**config.mk**
```make
export PLATFORM = sky130hd
export DESIGN_NAME = pim_cmd_dispatch
export DESIGN_NICKNAME = d
export VERILOG_FILES = /design/src/rtl/pim_cmd_dispatch.sv
export SDC_FILE = /design/constraint.sdc
export NUM_CORES = 1
export LEC_CHECK = 0
export BUFFER_PORTS_ARGS = -buffer_cell sky130_fd_sc_hd__buf_2
export CORE_MARGIN = 4
export CORE_UTILIZATION = 54
export DETAILED_ROUTE_END_ITERATION = 12
export PLACE_DENSITY = 0.78
export SLEW_MARGIN = 10
export SYNTH_ARGS = -nofsm -noshare
export SYNTH_HDL_FRONTEND = slang
export SYNTH_SLANG_ARGS = --single-unit
```
**constraint.sdc**
```tcl
create_clock -name clk -period 4.2 [get_ports clk]
set_input_delay 0.21 -clock clk [delete_from_list [all_inputs] [get_ports clk]]
set_output_delay 0.21 -clock clk [all_outputs]
set_load 0.03 [all_outputs]
```
**src/rtl/pim_cmd_dispatch.sv**
```systemverilog
// pim_cmd_dispatch: buffers dot-product descriptors and runs them one at a time
// on the PIM MAC, returning a tagged response (or an error on a dead/hung MAC).
module pim_cmd_dispatch #(
    parameter int unsigned ADDR_W  = 16,
    parameter int unsigned DATA_W  = 32,
    parameter int unsigned LEN_W   = 16,
    parameter int unsigned TAG_W   = 4,
    parameter int unsigned DEPTH   = 4,
    parameter int unsigned TIMEOUT = 1024
) (
    input  logic              clk,
    input  logic              rst_n,
    input  logic              cmd_valid,
    output logic              cmd_ready,
    input  logic [ADDR_W-1:0] cmd_base,
    input  logic [LEN_W-1:0]  cmd_len,
    input  logic [TAG_W-1:0]  cmd_tag,
    output logic              mac_start,
    output logic [ADDR_W-1:0] mac_base,
    output logic [LEN_W-1:0]  mac_len,
    input  logic              mac_busy,
    input  logic              mac_wr_en,
    input  logic [ADDR_W-1:0] mac_wr_addr,
    input  logic [DATA_W-1:0] mac_wr_data,
    output logic              rsp_valid,
    input  logic              rsp_ready,
    output logic [TAG_W-1:0]  rsp_tag,
    output logic [ADDR_W-1:0] rsp_addr,
    output logic [DATA_W-1:0] rsp_data,
    output logic              rsp_err,
    output logic              idle
);

    localparam int unsigned PTR_W = $clog2(DEPTH);
    localparam int unsigned CNT_W = PTR_W + 1;
    localparam int unsigned WD_W  = $clog2(TIMEOUT);
    localparam int unsigned BW_W  = 2;

    localparam logic [CNT_W-1:0] CNT_FULL = CNT_W'(DEPTH);
    localparam logic [WD_W-1:0]  WD_LAST  = WD_W'(TIMEOUT - 1);
    // Four consecutive idle samples in WAIT_BUSY declare the MAC dead
    localparam logic [BW_W-1:0]  BW_LAST  = BW_W'(3);

    typedef struct packed {
        logic [ADDR_W-1:0] base;
        logic [LEN_W-1:0]  len;
        logic [TAG_W-1:0]  tag;
    } cmd_t;

    typedef enum logic [2:0] {
        S_IDLE      = 3'd0,
        S_ISSUE     = 3'd1,
        S_WAIT_BUSY = 3'd2,
        S_WAIT_DONE = 3'd3,
        S_RESP      = 3'd4
    } state_t;

    state_t            state_q;
    state_t            state_d;

    cmd_t              fifo_mem [DEPTH];
    cmd_t              head;
    cmd_t              wr_entry;
    logic [PTR_W-1:0]  wr_ptr_q;
    logic [PTR_W-1:0]  wr_ptr_d;
    logic [PTR_W-1:0]  rd_ptr_q;
    logic [PTR_W-1:0]  rd_ptr_d;
    logic [CNT_W-1:0]  count_q;
    logic [CNT_W-1:0]  count_d;
    logic              push;
    logic              pop;

    logic [WD_W-1:0]   wd_q;
    logic [WD_W-1:0]   wd_d;
    logic [BW_W-1:0]   bcnt_q;
    logic [BW_W-1:0]   bcnt_d;
    logic [TAG_W-1:0]  tag_q;
    logic [TAG_W-1:0]  tag_d;

    logic              cmd_ready_d;
    logic              mac_start_d;
    logic [ADDR_W-1:0] mac_base_d;
    logic [LEN_W-1:0]  mac_len_d;
    logic              rsp_valid_d;
    logic [TAG_W-1:0]  rsp_tag_d;
    logic [ADDR_W-1:0] rsp_addr_d;
    logic [DATA_W-1:0] rsp_data_d;
    logic              rsp_err_d;
    logic              idle_d;

    assign push     = cmd_valid & cmd_ready;
    assign pop      = (state_q == S_IDLE) && (count_q != '0);
    assign head     = fifo_mem[rd_ptr_q];
    assign wr_entry = '{base: cmd_base, len: cmd_len, tag: cmd_tag};

    // Descriptor storage; contents are don't-care until written, so no reset
    always_ff @(posedge clk) begin
        if (push) begin
            fifo_mem[wr_ptr_q] <= wr_entry;
        end
    end

    // FIFO pointer and occupancy update; pointers wrap naturally at DEPTH
    always_comb begin
        wr_ptr_d = wr_ptr_q;
        rd_ptr_d = rd_ptr_q;
        count_d  = count_q;
        if (push) begin
            wr_ptr_d = wr_ptr_q + PTR_W'(1);
        end
        if (pop) begin
            rd_ptr_d = rd_ptr_q + PTR_W'(1);
        end
        if (push && !pop) begin
            count_d = count_q + CNT_W'(1);
        end else if (!push && pop) begin
            count_d = count_q - CNT_W'(1);
        end
    end

    // State, bookkeeping and registered outputs
    always_ff @(posedge clk or negedge rst_n) begin
        if (!rst_n) begin
            state_q   <= S_IDLE;
            wr_ptr_q  <= '0;
            rd_ptr_q  <= '0;
            count_q   <= '0;
            wd_q      <= '0;
            bcnt_q    <= '0;
            tag_q     <= '0;
            cmd_ready <= 1'b1;
            mac_start <= 1'b0;
            mac_base  <= '0;
            mac_len   <= '0;
            rsp_valid <= 1'b0;
            rsp_tag   <= '0;
            rsp_addr  <= '0;
            rsp_data  <= '0;
            rsp_err   <= 1'b0;
            idle      <= 1'b1;
        end else begin
            state_q   <= state_d;
            wr_ptr_q  <= wr_ptr_d;
            rd_ptr_q  <= rd_ptr_d;
            count_q   <= count_d;
            wd_q      <= wd_d;
            bcnt_q    <= bcnt_d;
            tag_q     <= tag_d;
            cmd_ready <= cmd_ready_d;
            mac_start <= mac_start_d;
            mac_base  <= mac_base_d;
            mac_len   <= mac_len_d;
            rsp_valid <= rsp_valid_d;
            rsp_tag   <= rsp_tag_d;
            rsp_addr  <= rsp_addr_d;
            rsp_data  <= rsp_data_d;
            rsp_err   <= rsp_err_d;
            idle      <= idle_d;
        end
    end

    // Job sequencing; completion is the busy fall only, never the wr_en level
    always_comb begin
        state_d = state_q;
        case (state_q)
            S_IDLE: begin
                if (count_q != '0) begin
                    state_d = S_ISSUE;
                end
            end
            S_ISSUE: begin
                state_d = S_WAIT_BUSY;
            end
            S_WAIT_BUSY: begin
                if (mac_busy) begin
                    state_d = S_WAIT_DONE;
                end else if (bcnt_q == BW_LAST) begin
                    state_d = S_RESP;
                end
            end
            S_WAIT_DONE: begin
                if (!mac_busy || (wd_q == WD_LAST)) begin
                    state_d = S_RESP;
                end
            end
            S_RESP: begin
                if (rsp_ready) begin
                    state_d = S_IDLE;
                end
            end
            default: begin
                state_d = S_IDLE;
            end
        endcase
    end

    // Next values for job registers, counters and the registered outputs
    always_comb begin
        mac_base_d = mac_base;
        mac_len_d  = mac_len;
        tag_d      = tag_q;
        rsp_tag_d  = rsp_tag;
        rsp_addr_d = rsp_addr;
        rsp_data_d = rsp_data;
        rsp_err_d  = rsp_err;
        wd_d       = wd_q;
        bcnt_d     = bcnt_q;

        case (state_q)
            S_IDLE: begin
                if (pop) begin
                    mac_base_d = head.base;
                    mac_len_d  = head.len;
                    tag_d      = head.tag;
                end
            end
            S_ISSUE: begin
                bcnt_d = '0;
            end
            S_WAIT_BUSY: begin
                if (mac_busy) begin
                    wd_d = '0;
                end else if (bcnt_q == BW_LAST) begin
                    rsp_addr_d = '0;
                    rsp_data_d = '0;
                    rsp_err_d  = 1'b1;
                end else begin
                    bcnt_d = bcnt_q + BW_W'(1);
                end
            end
            S_WAIT_DONE: begin
                if (!mac_busy) begin
                    rsp_addr_d = mac_wr_addr;
                    rsp_data_d = mac_wr_data;
                    rsp_err_d  = ~mac_wr_en;
                end else if (wd_q == WD_LAST) begin
                    rsp_addr_d = '0;
                    rsp_data_d = '0;
                    rsp_err_d  = 1'b1;
                end else begin
                    wd_d = wd_q + WD_W'(1);
                end
            end
            default: begin
            end
        endcase

        if ((state_d == S_RESP) && (state_q != S_RESP)) begin
            rsp_tag_d = tag_q;
        end

        mac_start_d = (state_d == S_ISSUE);
        rsp_valid_d = (state_d == S_RESP);
        cmd_ready_d = (count_d != CNT_FULL);
        idle_d      = (count_d == '0) && (state_d == S_IDLE);
    end

endmodule
```
[After elaboration in Yosys (flattened, before gate mapping)]
Memories as Yosys holds them, arrays and structs flattened. A register that Yosys moved wholly into a read port is not among the register bits.
Cells that the tools add are included.
Storage, ports and cells
  bits in latches: 0
  memory bits (read-only): 0
  memories kept: 1
  register bits: 79
  RAM bits: 144
  output and inout bits: 89
  word-level logic and storage cells: 92
Memory list
  fifo_mem: words 4, bits a word 36, read ports 1, clocked after Yosys merged registers in 1, wr ports 1, line 61  | cmd_t fifo_mem [DEPTH];
Operators by class
  eq/ne operators: 17
  bitwise logic cells: 2
  $lt $le $gt $ge: 0
  multiply operators: 0
  multiplexer cells: 32
  reduce and logical (&&, ||, !) cells: 20
  shifts and indexed selects: 0
  $add $sub $neg: 6
  div/mod/pow operators: 0
Operator list (count)
  two-way mux 32 bit: 4
  two-way mux 16 bit: 4
  one-hot mux 32 bit (2 select lines): 1
  one-hot mux 16 bit (2 select lines): 1
  two-way mux 10 bit: 3
  two-way mux 3 bit: 7
  one-hot mux 10 bit (2 select lines): 1
  one-hot mux 3 bit (5 select lines): 1
  != test 2 bit, second input constant: 6
  adder 10 x 1 -> 10 bit, second input constant: 1
  == test 10 bit, second input constant: 1
  logical NOT 3 bit: 3
  != test 3 bit, second input constant: 3
  AND reduction 4 bit: 2
  adder 2 x 1 -> 2 bit, second input constant: 3
  == test 3 x 1 -> 1 bit, second input constant: 2
  == test 3 x 2 -> 1 bit, second input constant: 2
  == test 3 bit, second input constant: 2
  two-way mux 1 bit: 6
  logical AND 1 bit: 5
  logical NOT 1 bit: 4
  two-way mux 2 bit: 2
  one-hot mux 2 bit (2 select lines): 1
  nonzero test 2 bit: 2
  other kinds (10): 10

[Logic depth before layout (Yosys ltp)]
  depth after elaboration: 7
  gate-level depth with buffers: 9
  gate-level depth less buffers: 7

[Worst setup path after synthesis]
Ideal clock, no wire load.
  kind: register to register
  start point: reg cmd_ready
  end point: mem fifo_mem[3][0] (netlist name), enable pin
  stages on the path, launching flop included: 2
  setup slack: 2190 ps
  arrival: 1613 ps
  required time: 3803 ps
  library setup time: 397 ps
  cells stage by stage: dfstp_2 > and3_1
Between the ends
  cells in the longest elaborated chain, start to end: 3
Ends and longest elaborated chain
  from (decl): line 14  | output logic cmd_ready,
  from (signal assigned): line 149  | cmd_ready <= cmd_ready_d;
  bitwise AND 1 bit: line 91  | assign push = cmd_valid & cmd_ready;
  two-way mux 1 bit: line 98  | if (push) begin
  two-way mux 1 bit (implied by the code): line 99  | fifo_mem[wr_ptr_q] <= wr_entry;
  to (decl): line 61
No other way between the ends.

[Final worst setup path]
  start point: reg state_q[0]
  end point: reg rsp_addr[10]
Between the ends
  cells in the longest elaborated chain, start to end: 3
  elaborated cells on any way between the ends: 8
Ends and longest elaborated chain
  from (decl): line 58  | state_t state_q;
  from (signal assigned): line 142  | state_q <= state_d;
  == test 3 x 2 -> 1 bit: line 209  | case (state_q)
  != test 3 bit (no line) (tied with other cells)
  AND reduction 4 bit (no line)
  to (signal assigned): line 155  | rsp_addr <= rsp_addr_d;
  to (decl): line 28  | output logic [ADDR_W-1:0] rsp_addr,
Several ways; a longest one is shown, not always the timed one.
A chain may end at the register's enable or synchronous reset.

==> PnR_summary.wiki <==
{| class="wikitable"
! Metric !! Value
|-
| Iter 0 DRT Violations || 310
|-
| Gp weighted congestion || 0.851
|-
| Number of rows created at floorplan || 49
|-
| Area growth from synthesis to layout || 29.7%
|-
| Cell class contributing the biggest share of worst-path delay || simple AND/OR/NAND/NOR gates
|-
| Vias || 6316
|-
| Data arrival at the endpoint of the critical path || 2770 ps
|-
| IR drop worst, VDD || 0.608 mV
|-
| Number of max-cap violations || 0
|-
| Yosys cell types || 51
|-
| # IOs || about 180
|-
| Number of routed nets with antenna violations || 0
|-
| P_leak || 5.49 nW
|-
| CTS Buffer Depth || 3
|-
| Buffers added on ports || 178
|-
| Maximum operating frequency || around 420 MHz
|-
| Post-placement cell count || 1000
|-
| Rel. slew slack || 30.5%
|-
| Share of the clock period used by the worst path || 56.5%
|-
| Average instance area after synthesis || 16.1 sq um
|-
| Launching point of the worst reg2reg path || state_q[0]
|-
| Vias per cell || 5.57
|-
| Final number of hold-violating endpoints || 0
|-
| Crit path launch || state_q[0]
|-
| Power density normalized to cell area || around 750 nW/um^2
|-
| Die X-Extent || 144 microns
|-
| Reg-to-reg setup timing slack || 1830 ps
|-
| Grt total ovfl || 0
|-
| Number of max-slew violations in the final report || 0
|-
| Transition time at the pin with the least slew margin || 1040 ps
|-
| Total CTS buffers || 26
|-
| Total iterations of the first detailed-routing run || 5
|-
| Worst path buffer plus inverter count || 1
|-
| Total GRT Usage || 22.2%
|-
| Startpoint of the tightest hold check path || mac_busy
|-
| Finished Layout Cells || 1134
|-
| Total Nets Final || around 980
|-
| Final setup violation count || 0
|-
| Number of sinks driven by the clock tree || 259
|-
| Sequential area share after synthesis || between 70% and 80%
|-
| Routed length per instance || 20.0 microns
|-
| Clock tree from TritonCTS || built
|-
| Post-detailed-routing wire length || 22700 microns
|-
| Proportion of layout cells with a drive suffix above 1 || 32.0%
|-
| Asr flop ratio synth || 44.4%
|-
| Antenna violations before repair || 0
|-
| Synthesized instance count || approximately 620
|-
| Syn. warnings || 0
|-
| Layout fillers || 1127
|-
| Data required, critical path || 4600 ps
|-
| Via count of the first global-routing pass || 6836
|-
| RSZ-0062 raised after global routing || false
|-
| Capturing element type of the critical path || flop
|-
| Largest clock skew in the final design || 8.10 ps
|-
| Buffer type at the clock tree root || sky130_fd_sc_hd__clkbuf_16
|-
| Crit path kind || reg2reg
|-
| Clock-pin slew reported for the worst setup and hold paths after clock tree synthesis || 60 ps
|-
| Area of the die || 20600 sq um
|-
| Post-layout minimum cycle time || 2370 ps
|-
| Number of flip-flops and latches in the synthesized netlist || 259
|-
| Crit start category || flop
|-
| Die span in y || 144 microns
|-
| Post-CTS Setup Inserts || 0
|-
| Skew-Pair Late Insertion Delay || 520 ps
|-
| Number of H-tree levels || 1
|-
| Placeable core area || roughly 18000 sq um
|-
| Largest net degree at the start of global routing || 50
|-
| Top library cells by usage in the layout, fill and taps aside || 177 x sky130_fd_sc_hd__buf_2, 144 x sky130_fd_sc_hd__edfxtp_1, 116 x sky130_fd_sc_hd__nand2_1
|-
| Critical path, cell by cell || nand2_1 -> nor4_4 -> o21ai_4 -> buf_4 -> a22o_1
|-
| Number of remaining DRC errors || 0
|-
| Final Total Pwr || 9.71 mW
|-
| Initial Utilization || 55.1%
|-
| Hold crit path type || in2reg
|-
| Wire length of the first global-routing pass || approximately 36000 microns
|-
| Post-synthesis net count || around 720
|-
| Number of enable flip-flop cells after synthesis || approximately 140
|-
| Most frequently used flop master after synthesis || sky130_fd_sc_hd__edfxtp_1
|-
| Placed wire-length estimate after detailed placement || 13400 microns
|-
| Setup tns final || 0 ps
|-
| Cell Area, Synth || 9930 sq um
|-
| Run status || finished clean
|-
| Maximum fanout encountered on the critical timing path || 37
|-
| Diodes inserted || 0
|-
| Critical-path top delay cell || sky130_fd_sc_hd__dfrtp_1
|-
| Worst path max stage delay || around 620 ps
|-
| Leading cell type in the layout, fill and taps excluded || sky130_fd_sc_hd__buf_2
|}
## worst paths after layout
| path | endpoint | depth (start not counted) |
|---|---|---|
| min in group asynchronous | mac_len[6] | 2 |
| max in group asynchronous | rsp_addr[10] | 3 |
| hold / removal | state_q[1] | 3 |
| setup reg to reg | rsp_addr[10] | 5 |
| hold reg to reg | mac_len[11] | 2 |
| setup / recovery | rsp_addr[10] | 5 |
## state kept, by name, indices dropped and copies added (netlist names), 3 cells and up
register and cells:
fifo_mem 144, rsp_data 32, mac_base 16, mac_len 16
rsp_addr 16, wd_q 10, rsp_tag 4, tag_q 4
count_q 3, state_q 3
## worst reg2reg max path: cells and delay by family (launching register included)
kind / cells / cell delay, ps
AND/OR/NAND/NOR: 2 / 720
flip-flops: 1 / 620
AO/OA/AOI/OAI: 2 / 600
buffers and inverters: 1 / 310
## power by group
group | switching, mW | internal, mW
clock | 0.930 | 1.60
combinational | 1.94 | 1.22
sequential | 0.536 | 3.48
total | 3.41 | 6.30
## cells in the mapped netlist, types with 3 or more instances
master | instances | area share, %
sky130_fd_sc_hd__a22o_1 | 49 | 4.3
sky130_fd_sc_hd__o22ai_1 | 3 | 0.19
sky130_fd_sc_hd__clkbuf_1 | 14 | 0.53
sky130_fd_sc_hd__and3_1 | 10 | 0.63
sky130_fd_sc_hd__nand2_1 | 117 | 4.4
sky130_fd_sc_hd__edfxtp_1 | 144 | 44
sky130_fd_sc_hd__mux4_2 | 36 | 8.2
sky130_fd_sc_hd__o31ai_1 | 4 | 0.30
sky130_fd_sc_hd__nand3_1 | 4 | 0.20
sky130_fd_sc_hd__nor2_1 | 10 | 0.38
sky130_fd_sc_hd__nor3_1 | 5 | 0.25
sky130_fd_sc_hd__mux2_2 | 5 | 0.57
sky130_fd_sc_hd__buf_2 | 14 | 0.71
sky130_fd_sc_hd__or4_1 | 3 | 0.23
sky130_fd_sc_hd__ha_1 | 9 | 1.1
sky130_fd_sc_hd__o211ai_1 | 3 | 0.23
sky130_fd_sc_hd__inv_1 | 12 | 0.45
sky130_fd_sc_hd__dfrtp_1 | 113 | 28
sky130_fd_sc_hd__and3_2 | 3 | 0.23
sky130_fd_sc_hd__xnor2_1 | 4 | 0.35
sky130_fd_sc_hd__a21oi_1 | 13 | 0.66
## through the flow
| step | hold slack [ps] | utilization, % | setup WS (ps) | instance area, sq um |
|---|---|---|---|---|
| 2_1_floorplan | -85.6 | - | 2190 | 9930 |
| 3_3_place_gp | 204 | 61.3 | 1970 | 11000 |
| 3_5_place_dp | 207 | 61.3 | 1870 | 11000 |
| 4_1_cts | 54.5 | 71.4 | 1830 | 12900 |
| 5_1_grt | 118 | 71.4 | 1630 | 12900 |
| 6_report | 75.9 | 71.4 | 1830 | 12900 |
## cell type report
class	instances	area, sq um	share of cell area [%]
Sequential cell	259	7210	56.0
Multi-Input combinational cell	314	2550	19.8
Inverter	12	45.0	0.350
Clock buffer	37	783	6.08
Timing Repair Buffer	272	1810	14.1
Tap cell	229	287	2.23
Clock inverter	11	188	1.46
## cell families (layout without fill, tap and decap cells)
kind of cell             count (synthesis)  in the layout  share of synthesized area (%)
AO/OA/AOI/OAI                           85             85                           6.74
XOR/XNOR                                 4              4                          0.353
adder cells (fa/ha/maj)                  9              9                           1.13
buffers and inverters                   43            332                           1.95
flip-flops                             259            259                           72.6
multiplexers                            45             45                           9.24
AND/OR/NAND/NOR                        171            171                           8.00
## per-layer routing
metal | routed length [microns] | vias to the layer above | GRT usage [%] | share of wire, %
met3 | 1830 | 37 | 3.96 | 8.1
met2 | 11400 | 286 | 39.7 | 50
met5 | 0 | - | 0 | 0
met1 | 9000 | 3128 | 28.5 | 40
met4 | 454 | 0 | 5.05 | 2.0
li1 | - | 2865 | - | -
## what timing repair did
action                                  in CTS  in global routing
endpoints found under the setup margin       0                  0
hold endpoints to repair                   224                  0
gates resized for setup                      0                  0
hold buffers                                86                  0
(Power assumes the default switching activity.)
